--- src/rtl/reg_count_down_key_if.sv ---
// Key/counter bus for reg_count_down_key: key and enable in, step/max config in, count and pulses out.
interface reg_count_down_key_if #(
  parameter int unsigned REG_WD = 4
);
  logic              en_i;
  logic              key_ni;
  logic [REG_WD-1:0] reg_step;
  logic [REG_WD-1:0] reg_max;
  logic [REG_WD-1:0] reg_o;
  logic              step_o;
  logic              wrap_o;

  modport master (
    output en_i, key_ni, reg_step, reg_max,
    input  reg_o, step_o, wrap_o
  );

  modport slave (
    input  en_i, key_ni, reg_step, reg_max,
    output reg_o, step_o, wrap_o
  );
endinterface

--- src/rtl/reg_count_down_key.sv ---
// Debounced pushbutton down counter with wrap to reg_max.
// Optional auto-repeat while the key is held: define AUTOREPEAT_EN.
module reg_count_down_key #(
  parameter int unsigned REG_WD        = 4,
  parameter int unsigned DB_CYCLES     = 500000,
  parameter int unsigned REPEAT_CYCLES = 12500000
) (
  input  logic                 clk_i,
  input  logic                 rstn_max,
  reg_count_down_key_if.slave  bus
);

  localparam int unsigned CNT_W = (DB_CYCLES > 1) ? $clog2(DB_CYCLES) : 1;

  typedef enum logic [1:0] {IDLE, PRESS_DB, HELD, REL_DB} state_e;

  state_e            state_q;
  logic              sync1_q;
  logic              key_s_q;
  logic [CNT_W-1:0]  cnt_q;
  logic [REG_WD-1:0] reg_q;
  logic [REG_WD-1:0] reg_d;
  logic              step_q;
  logic              wrap_q;
  logic              wrap_d;
  logic              db_done;
  logic              ev_d;

`ifdef AUTOREPEAT_EN
  localparam int unsigned REP_W = (REPEAT_CYCLES > 1) ? $clog2(REPEAT_CYCLES) : 1;
  logic [REP_W-1:0]  rep_q;
  logic              rep_hit;

  assign rep_hit = (state_q == HELD) && !key_s_q && (rep_q == REP_W'(REPEAT_CYCLES - 1));
`endif

  assign db_done = (cnt_q == CNT_W'(DB_CYCLES - 1));

  always_comb begin
    ev_d = (state_q == PRESS_DB) && !key_s_q && db_done;
`ifdef AUTOREPEAT_EN
    ev_d = ev_d || rep_hit;
`endif
  end

  // Out-of-range recovery takes priority over the zero-step and wrap cases.
  always_comb begin
    reg_d  = reg_q;
    wrap_d = 1'b0;
    if (reg_q > bus.reg_max) begin
      reg_d = bus.reg_max;
    end else if (bus.reg_step == '0) begin
      reg_d = reg_q;
    end else if (reg_q >= bus.reg_step) begin
      reg_d = reg_q - bus.reg_step;
    end else begin
      reg_d  = bus.reg_max;
      wrap_d = 1'b1;
    end
  end

  always_ff @(posedge clk_i or negedge rstn_max) begin
    if (!rstn_max) begin
      state_q <= IDLE;
      sync1_q <= 1'b1;
      key_s_q <= 1'b1;
      cnt_q   <= '0;
      reg_q   <= '0;
      step_q  <= 1'b0;
      wrap_q  <= 1'b0;
`ifdef AUTOREPEAT_EN
      rep_q   <= '0;
`endif
    end else begin
      sync1_q <= bus.key_ni;
      key_s_q <= sync1_q;
      step_q  <= 1'b0;
      wrap_q  <= 1'b0;
      if (ev_d && bus.en_i) begin
        reg_q  <= reg_d;
        step_q <= 1'b1;
        wrap_q <= wrap_d;
      end

      case (state_q)
        IDLE: begin
`ifdef AUTOREPEAT_EN
          rep_q <= '0;
`endif
          if (!key_s_q) begin
            state_q <= PRESS_DB;
            cnt_q   <= '0;
          end
        end
        PRESS_DB: begin
          if (key_s_q)      state_q <= IDLE;
          else if (db_done) state_q <= HELD;
          else              cnt_q   <= cnt_q + CNT_W'(1);
        end
        HELD: begin
          if (key_s_q) begin
            state_q <= REL_DB;
            cnt_q   <= '0;
          end
`ifdef AUTOREPEAT_EN
          else if (rep_hit) rep_q <= '0;
          else              rep_q <= rep_q + REP_W'(1);
`endif
        end
        REL_DB: begin
          if (!key_s_q)     state_q <= HELD;
          else if (db_done) state_q <= IDLE;
          else              cnt_q   <= cnt_q + CNT_W'(1);
        end
        default: state_q <= IDLE;
      endcase
    end
  end

  assign bus.reg_o  = reg_q;
  assign bus.step_o = step_q;
  assign bus.wrap_o = wrap_q;

endmodule

--- src/flat_wrapper.sv ---
// flat-port wrapper written by rule: the top's interface ports become plain ports
module reg_count_down_key_flat 
#(
  parameter int unsigned REG_WD        = 4,
  parameter int unsigned DB_CYCLES     = 500000,
  parameter int unsigned REPEAT_CYCLES = 12500000
)
  (clk_i, rstn_max, bus_en_i, bus_key_ni, bus_reg_step, bus_reg_max, bus_reg_o, bus_step_o, bus_wrap_o);
  reg_count_down_key_if #(.REG_WD(REG_WD)) bus_i ();
  input  logic clk_i;
  input  logic rstn_max;
  input wire logic [$bits(bus_i.en_i)-1:0] bus_en_i;
  input wire logic [$bits(bus_i.key_ni)-1:0] bus_key_ni;
  input wire logic [$bits(bus_i.reg_step)-1:0] bus_reg_step;
  input wire logic [$bits(bus_i.reg_max)-1:0] bus_reg_max;
  output wire logic [$bits(bus_i.reg_o)-1:0] bus_reg_o;
  output wire logic [$bits(bus_i.step_o)-1:0] bus_step_o;
  output wire logic [$bits(bus_i.wrap_o)-1:0] bus_wrap_o;
  assign bus_i.en_i = bus_en_i;
  assign bus_i.key_ni = bus_key_ni;
  assign bus_i.reg_step = bus_reg_step;
  assign bus_i.reg_max = bus_reg_max;
  assign bus_reg_o = bus_i.reg_o;
  assign bus_step_o = bus_i.step_o;
  assign bus_wrap_o = bus_i.wrap_o;
  reg_count_down_key #(.REG_WD(REG_WD), .DB_CYCLES(DB_CYCLES), .REPEAT_CYCLES(REPEAT_CYCLES)) u_core (.clk_i(clk_i), .rstn_max(rstn_max), .bus(bus_i));
endmodule
--- config.mk ---
export PLATFORM = sky130hd
export DESIGN_NAME = reg_count_down_key_flat
export DESIGN_NICKNAME = d
export VERILOG_FILES = /design/src/rtl/reg_count_down_key_if.sv /design/src/rtl/reg_count_down_key.sv /design/src/flat_wrapper.sv
export SDC_FILE = /design/constraint.sdc
export NUM_CORES = 1
export LEC_CHECK = 0
export CAP_MARGIN = 0
export CORE_ASPECT_RATIO = 1.2
export CORE_MARGIN = 8
export CORE_UTILIZATION = 51
export DETAILED_ROUTE_END_ITERATION = 12
export PLACE_DENSITY = 0.73
export SKIP_LAST_GASP = 1
export SYNTH_ARGS = -nofsm -noshare
export SYNTH_HDL_FRONTEND = slang
export SYNTH_SLANG_ARGS = --single-unit
--- constraint.sdc ---
create_clock -name clk_i -period 2 [get_ports clk_i]
set_input_delay 0.3 -clock clk_i [delete_from_list [all_inputs] [get_ports clk_i]]
set_output_delay 0.3 -clock clk_i [all_outputs]
set_load 0.005 [all_outputs]
==> impl_metrics.toml <==
[run_status]
status = "finished, violations left"
violations = "negative setup slack"

[setup_path]
r2r-start = "u_core.bus.reg_o[1]$_DFFE_PN0P_"
r2r-end = "u_core.bus.reg_o[1]$_DFFE_PN0P_"
cp.required_ns = 2.20
path_max_fanout = 2
critPathKind = "primary input to flip-flop"
reg2reg_setup_slack_ns = 0
end_kind = "flip-flop"
reg2reg_depth = 6
worstSetupStartpointType = "primary input"
cp.arrival_ns = 2.21

[place]
dp_hpwl_mm = 3.338
place_area_um2 = 2205
place_ws_ns = -0.4365
globalplace.congestion = 0.8276
io_buffers = 17

[grt]
grt_pass1_vias = 1709
gr-usage-all-layers_pct = 16.84
overflow = 0
grt_max_degree = 30
antenna_found_initial = 0
grt_first_pass_wirelength_mm = 7.624

[clock_network]
clock_sinks = 29
clk_path_buf_depth = 2
clk_latency_ns = 0.28
clk_pin_slew_ns = 0.06
numCtsBuffers = 5
cts_tree = "built"
cts-root-buf = "clkbuf_8"
cts-htree-levels = 2

[floorplanning]
dieArea_um2 = 5783
fp.dieW_um = 70.77
rows = 24
io_pins = 18
core_area_um2 = 3543
start_util_pct = 51.80
die_h_um = 81.72

[sta]
tightest_slew_ns = 0.5526
fin_worst_skew_ns = 0.008145
slew_headroom_pct = 62.82
setup_viol_count_final = 2
fmax_mhz = 496.7
hold_viol_final = 0
rsz0062_at_grt = "yes"
fin_crit_sh_pct = 100.7
fin_ws_ns = -0.01341
min_period_ns = 2.013
slew_violations = 0

[detailed_routing]
routedWlPerCell_um = 16.41
first_pass_iters = 4
dr.first_iter.drc_count = 162
routed_wl_mm = 4.495
vias = 1663
via_per_inst = 6.069
route.detailed.drc = 0
final_antenna_net_count = 0

[logic_synthesis]
syn_area_per_cell_um2 = 9.661
yosys_warnings = 0
synth_top_area_share_pct = 36.81
synthesis.area_um2 = 1836
synthTopCellsByCount = "dfrtp_1, inv_1, a21oi_1"
synth-seq-cells = 29
syn_nets = 212
synthCells = 190
yosysTopAreaCell = "dfrtp_1"
synth_area_leaders = "dfrtp_1, ha_1, nor4_4"
synthDistinctLibCells = 48
yosys_most_used_dff = "dfrtp_1"
async_flop_share_pct = 100.0
synth_edf_count = 0
seq_area_frac_synth_pct = 39.67
yosysMostFrequentCell = "dfrtp_1"

[power_and_ir_drop]
combPwrFrac_pct = 12.6
p_switching_mw = 0.3039
peakVddDrop_mv = 0.3474
p_per_area_nw_per_um2 = 506.1
p_sw_share_pct = 24.82
power_mw = 1.225
p_int_mw = 0.9207
p_seq_share_pct = 49.9
p_clk_share_pct = 37.6
p_leak_nw = 1.066

[layout]
fin_nets = 256
fin_area_um2 = 2420
diodes = 0
fin_util_pct = 68.29
drive_gt1_share_pct = 27.66
area_growth_pct = 31.83

[flow_run]
max-cap-violations = 0

[min_path]
timing.hold.worst.start = "u_core.sync1_q$_DFF_PN1_"
hold_end = "u_core.key_s_q$_DFF_PN1_"
min_path_type = "flip-flop to flip-flop"
worstHoldPathCells = 0
power groups by stage:
stage	Clock, mW	Sequential, mW	Combinational, mW
final	0.460	0.611	0.154
after global routing	0.493	0.612	0.169
after CTS	0.468	0.608	0.148
after detailed placement	0	0.619	0.141
after global placement	0	0.617	0.134
after floorplan	0	0.616	0.0705
routing by layer:
layer	vias to the layer above	global-route usage (%)	wire length (um)
met5	-	0	0
met2	59	30.92	2392
met3	11	4.151	224
li1	790	-	-
met4	0	9.583	130
met1	803	17.33	1747
logic make-up after synthesis:
logic type,Yosys count,synth area share [%]
muxes,8,4.567
AOI/OAI and AO/OA,51,16.97
DFF,29,39.67
buffers and inverters,22,5.112
and+or+nand+nor,67,25.02
adders and majority gates,10,7.226
xor gates and xnor gates,3,1.432
through the flow:
step / hold slack [ns] / instances / TNS [ns]
6_report: 0.3618 / 274 / -0.02286
5_1_grt: 0.3677 / 274 / -0.2633
4_1_cts: 0.3651 / 270 / -0.0001703
3_5_place_dp: 0.3562 / 262 / -1.656
3_3_place_gp: 0.3463 / 262 / -1.321
2_1_floorplan: 0.004409 / 190 / -0.005683
state kept, by name (all words and copies together) (netlist names), named ones only:
| name | cells |
|---|---|
| u_core.key_s_q | 1 |
| u_core.bus.wrap_o | 1 |
| u_core.cnt_q | 19 |
| u_core.sync1_q | 1 |
| u_core.bus.step_o | 1 |
| u_core.bus.reg_o | 4 |
| u_core.state_q | 1 |
how the worst max path moves through the flow:
stage | to | from | depth (start not counted)
2_1_floorplan | u_core.bus.reg_o[1]$_DFFE_PN0P_ | u_core.bus.reg_o[0]$_DFFE_PN0P_ | 9
3_3_place_gp | u_core.bus.reg_o[1]$_DFFE_PN0P_ | bus_reg_step[0] | 9
3_5_place_dp | u_core.bus.reg_o[3]$_DFFE_PN0P_ | bus_reg_max[3] | 8
4_1_cts | u_core.bus.reg_o[3]$_DFFE_PN0P_ | bus_reg_step[1] | 8
5_1_grt | u_core.bus.reg_o[3]$_DFFE_PN0P_ | bus_reg_step[1] | 8
6_report | u_core.bus.reg_o[3]$_DFFE_PN0P_ | bus_reg_step[1] | 8
cell usage in the layout (no fill, tap or decap), types with 3 or more instances in the layout:
cell / instances
ha_4: 4
dfrtp_1: 27
a21oi_1: 15
nor4_4: 4
inv_2: 4
nor3_1: 5
o21ai_0: 13
nor2_1: 7
a22o_1: 5
clkbuf_8: 5
o21ai_1: 4
nand3_1: 11
clkdlybuf4s50_1: 14
nor4_1: 3
inv_1: 14
buf_4: 24
or3_1: 6
clkbuf_1: 3
nand2_1: 10
mux2i_1: 5
ha_1: 4
timing repair:
item                                    in CTS  in global routing
gates resized for setup                     14                  9
hold buffers                                 0                  0
endpoints found under the setup margin       5                 22
pin swaps                                    3                  5
buffers inserted                             0                  4
final cells by class:
type                            instances  area (um2)
Tap cell                               39       48.80
Sequential cell                        29       728.2
Fill cell                             265        1124
Timing Repair Buffer                   41       350.3
Inverter                               18       67.56
Multi-Input combinational cell        139        1145
Clock buffer                            8       80.08
critical path: stages:
cell and delay, ns:
clkdlybuf4s50_1 0.48, inv_1 0.08, ha_1 0.30, nor2b_1 0.14, o21a_1 0.17, o21ai_0 0.13
or3b_4 0.40, a41oi_2 0.21
(Power assumes the default switching activity.)
==> patch (same flow settings) <==
`DB_CYCLES` is set to 500000 in 2 places; all go to 1000000.
--- a/src/rtl/reg_count_down_key.sv
+++ b/src/rtl/reg_count_down_key.sv
@@ -3,5 +3,5 @@
 module reg_count_down_key #(
   parameter int unsigned REG_WD        = 4,
-  parameter int unsigned DB_CYCLES     = 500000,
+  parameter int unsigned DB_CYCLES     = 1000000,
   parameter int unsigned REPEAT_CYCLES = 12500000
 ) (
--- a/src/flat_wrapper.sv
+++ b/src/flat_wrapper.sv
@@ -3,5 +3,5 @@
 #(
   parameter int unsigned REG_WD        = 4,
-  parameter int unsigned DB_CYCLES     = 500000,
+  parameter int unsigned DB_CYCLES     = 1000000,
   parameter int unsigned REPEAT_CYCLES = 12500000
 )
Behaviour: no difference found for any inputs over 10 cycles, from zero or initial values and one cycle with rstn_max low; that may be too few to reach the edited logic, so the function may still have changed.
==> patch against the unedited design <==
  * Synthesized cell count grew 10%
  * Routed wire length grew 23%
  * Worst setup slack gained 0.014 ns
  * Global-route usage grew 2.3 points
  * Final area grew 5.6%
  * Sequential cell count grew 1
  * Utilization grew 3.2 points
  * Area after synthesis grew 2.1%
  * Total power grew 8.5%
  * Critical endpoint is now u_core.bus.reg_o[2]
  * Largest cell class unchanged
==> patch: results <==
{
  "clk_latency_ns": 0.29,
  "numCtsBuffers": 5,
  "whs_endpoint": "u_core.bus.reg_o[3]",
  "ctsRootBufferMaster": "clkbuf_8",
  "grt_start_max_net_pins": 31,
  "synth_nets": 231,
  "r2r-end": "u_core.bus.reg_o[2]",
  "clk_pin_slew_worst_paths_ns": 0.06,
  "drive_above_1_share_pct": 28.20,
  "htree_num_levels": 2,
  "clk_path_buf_depth": 2,
  "worst_slew_pin_slew_ns": 0.4614,
  "largest_register_ffs": 20,
  "fill_cells": 247,
  "dr.pass1.iters": 4,
  "reg2reg_slack_ns": 0.0008,
  "grt_pass1_vias": 1921,
  "yosysSeqAreaShare_pct": 40.19,
  "cp_slowest_stage_delay_ns": 0.45,
  "grt_antenna_before_repair": 0,
  "vias": 1894,
  "gp_congestion": 0.8928,
  "synth_cell_types": 49,
  "port_buffers": 17,
  "drt_iter0_markers": 135,
  "post-dp-hpwl_mm": 4.075,
  "peakVddDrop_v": 0.0004455,
  "grt_usage_pct": 19.09,
  "antenna_cells": 0,
  "finalClockSkew_ns": 0.007057,
  "synth_async_sr_flop_share_pct": 100.0,
  "cp_max_fo": 5,
  "wl_per_cell_um": 18.11,
  "status": "finished, final reports clean",
  "min_path_cells": 3,
  "nets": 287,
  "synthTopCellsByCount": "dfrtp_1, nand2_1, a21oi_1",
  "slowest_stage": "nor4_4",
  "timing.rr.start": "u_core.cnt_q[0]",
  "worstPathArrival_ns": 2.21,
  "synth_area_leaders": "dfrtp_1, ha_1, a21oi_1",
  "regMostFlops": "u_core.cnt_q",
  "hold_slack_ns": 0.3702,
  "synth_edf_count": 0,
  "hold_start": "bus_reg_max[3]",
  "hp-class": "input pin to flop",
  "placed_cell_area_mm2": 0.002344,
  "pre_cts_ws_ns": -0.4862,
  "yosys_warnings": 0,
  "r2r.worst_path.cells": 7,
  "synthFlopType": "dfrtp_1",
  "grt_pass1_wl_mm": 8.728,
  "p_leak_uw": 0.001160
}
[patch: critical path: cells and delay by family, from the launching register on]
kind	cells	cell delay, ns
AOI/OAI and AO/OA	2	0.45
adders and majority gates	1	0.21
DFF	1	0.39
and+or+nand+nor	3	0.67
buffers and inverters	1	0.20
[patch: worst max path at each step]
stage,endpoint,slack [ns],from,cells after the start
CTS,u_core.bus.reg_o[3],-0.02,u_core.bus.reg_o[1],6
finish,u_core.bus.reg_o[2],0.0008,u_core.cnt_q[0],7
global route,u_core.bus.reg_o[3],-0.06,bus_reg_step[2],7
detailed placement,u_core.bus.reg_o[3],-0.49,bus_reg_max[1],8
floorplan,u_core.bus.reg_o[3],0.01,u_core.bus.reg_o[1],6
global placement,u_core.bus.reg_o[3],-0.38,bus_reg_max[1],8
[patch: timing repair]
item,4_1_cts,5_1_grt
pin swaps,4,6
hold endpoints to repair,0,0
setup buffers,0,1
resized for setup,6,23
setup endpoints to repair,8,12
hold buffers,0,0
[patch: area by class of cell]
type	count	area [um2]	area share, %
inverters	15	56.30	2.203
multi-input cells	158	1146	44.84
flip-flops and latches	30	754.5	29.52
clock inverters	1	5.005	0.1958
repair buffers	55	459.2	17.96
well taps	39	48.80	1.909
clock buffers	7	86.33	3.377
[patch: kinds of logic after synthesis]
family,Yosys count,share of synthesized area (%)
and+or+nand+nor,78,23.16
adders and majority gates,10,7.076
DFF,30,40.19
muxes,2,1.068
xor gates and xnor gates,6,2.804
AOI/OAI and AO/OA,62,21.23
buffers and inverters,21,4.472
[patch: power by group]
part | leakage, uW | internal [uW] | switching, uW
clock network | 0.0000482 | 277 | 232
logic | 0.000711 | 90.0 | 96.1
registers | 0.000401 | 620 | 13.8
[patch: per-layer routing]
metal | GRT usage [%] | vias to the layer above | share of wire (%)
li1 | - | 880 | -
met1 | 18.11 | 908 | 37
met2 | 36.52 | 83 | 53
met3 | 3.986 | 23 | 4.5
met4 | 13.13 | 0 | 5.1
met5 | 0 | - | 0
[patch: per-stage QoR]
stage,cells,util [%]
3_3_place_gp,296,65.58
3_5_place_dp,296,65.58
6_report,305,71.53
5_1_grt,305,71.53
2_1_floorplan,209,-
4_1_cts,304,68.56
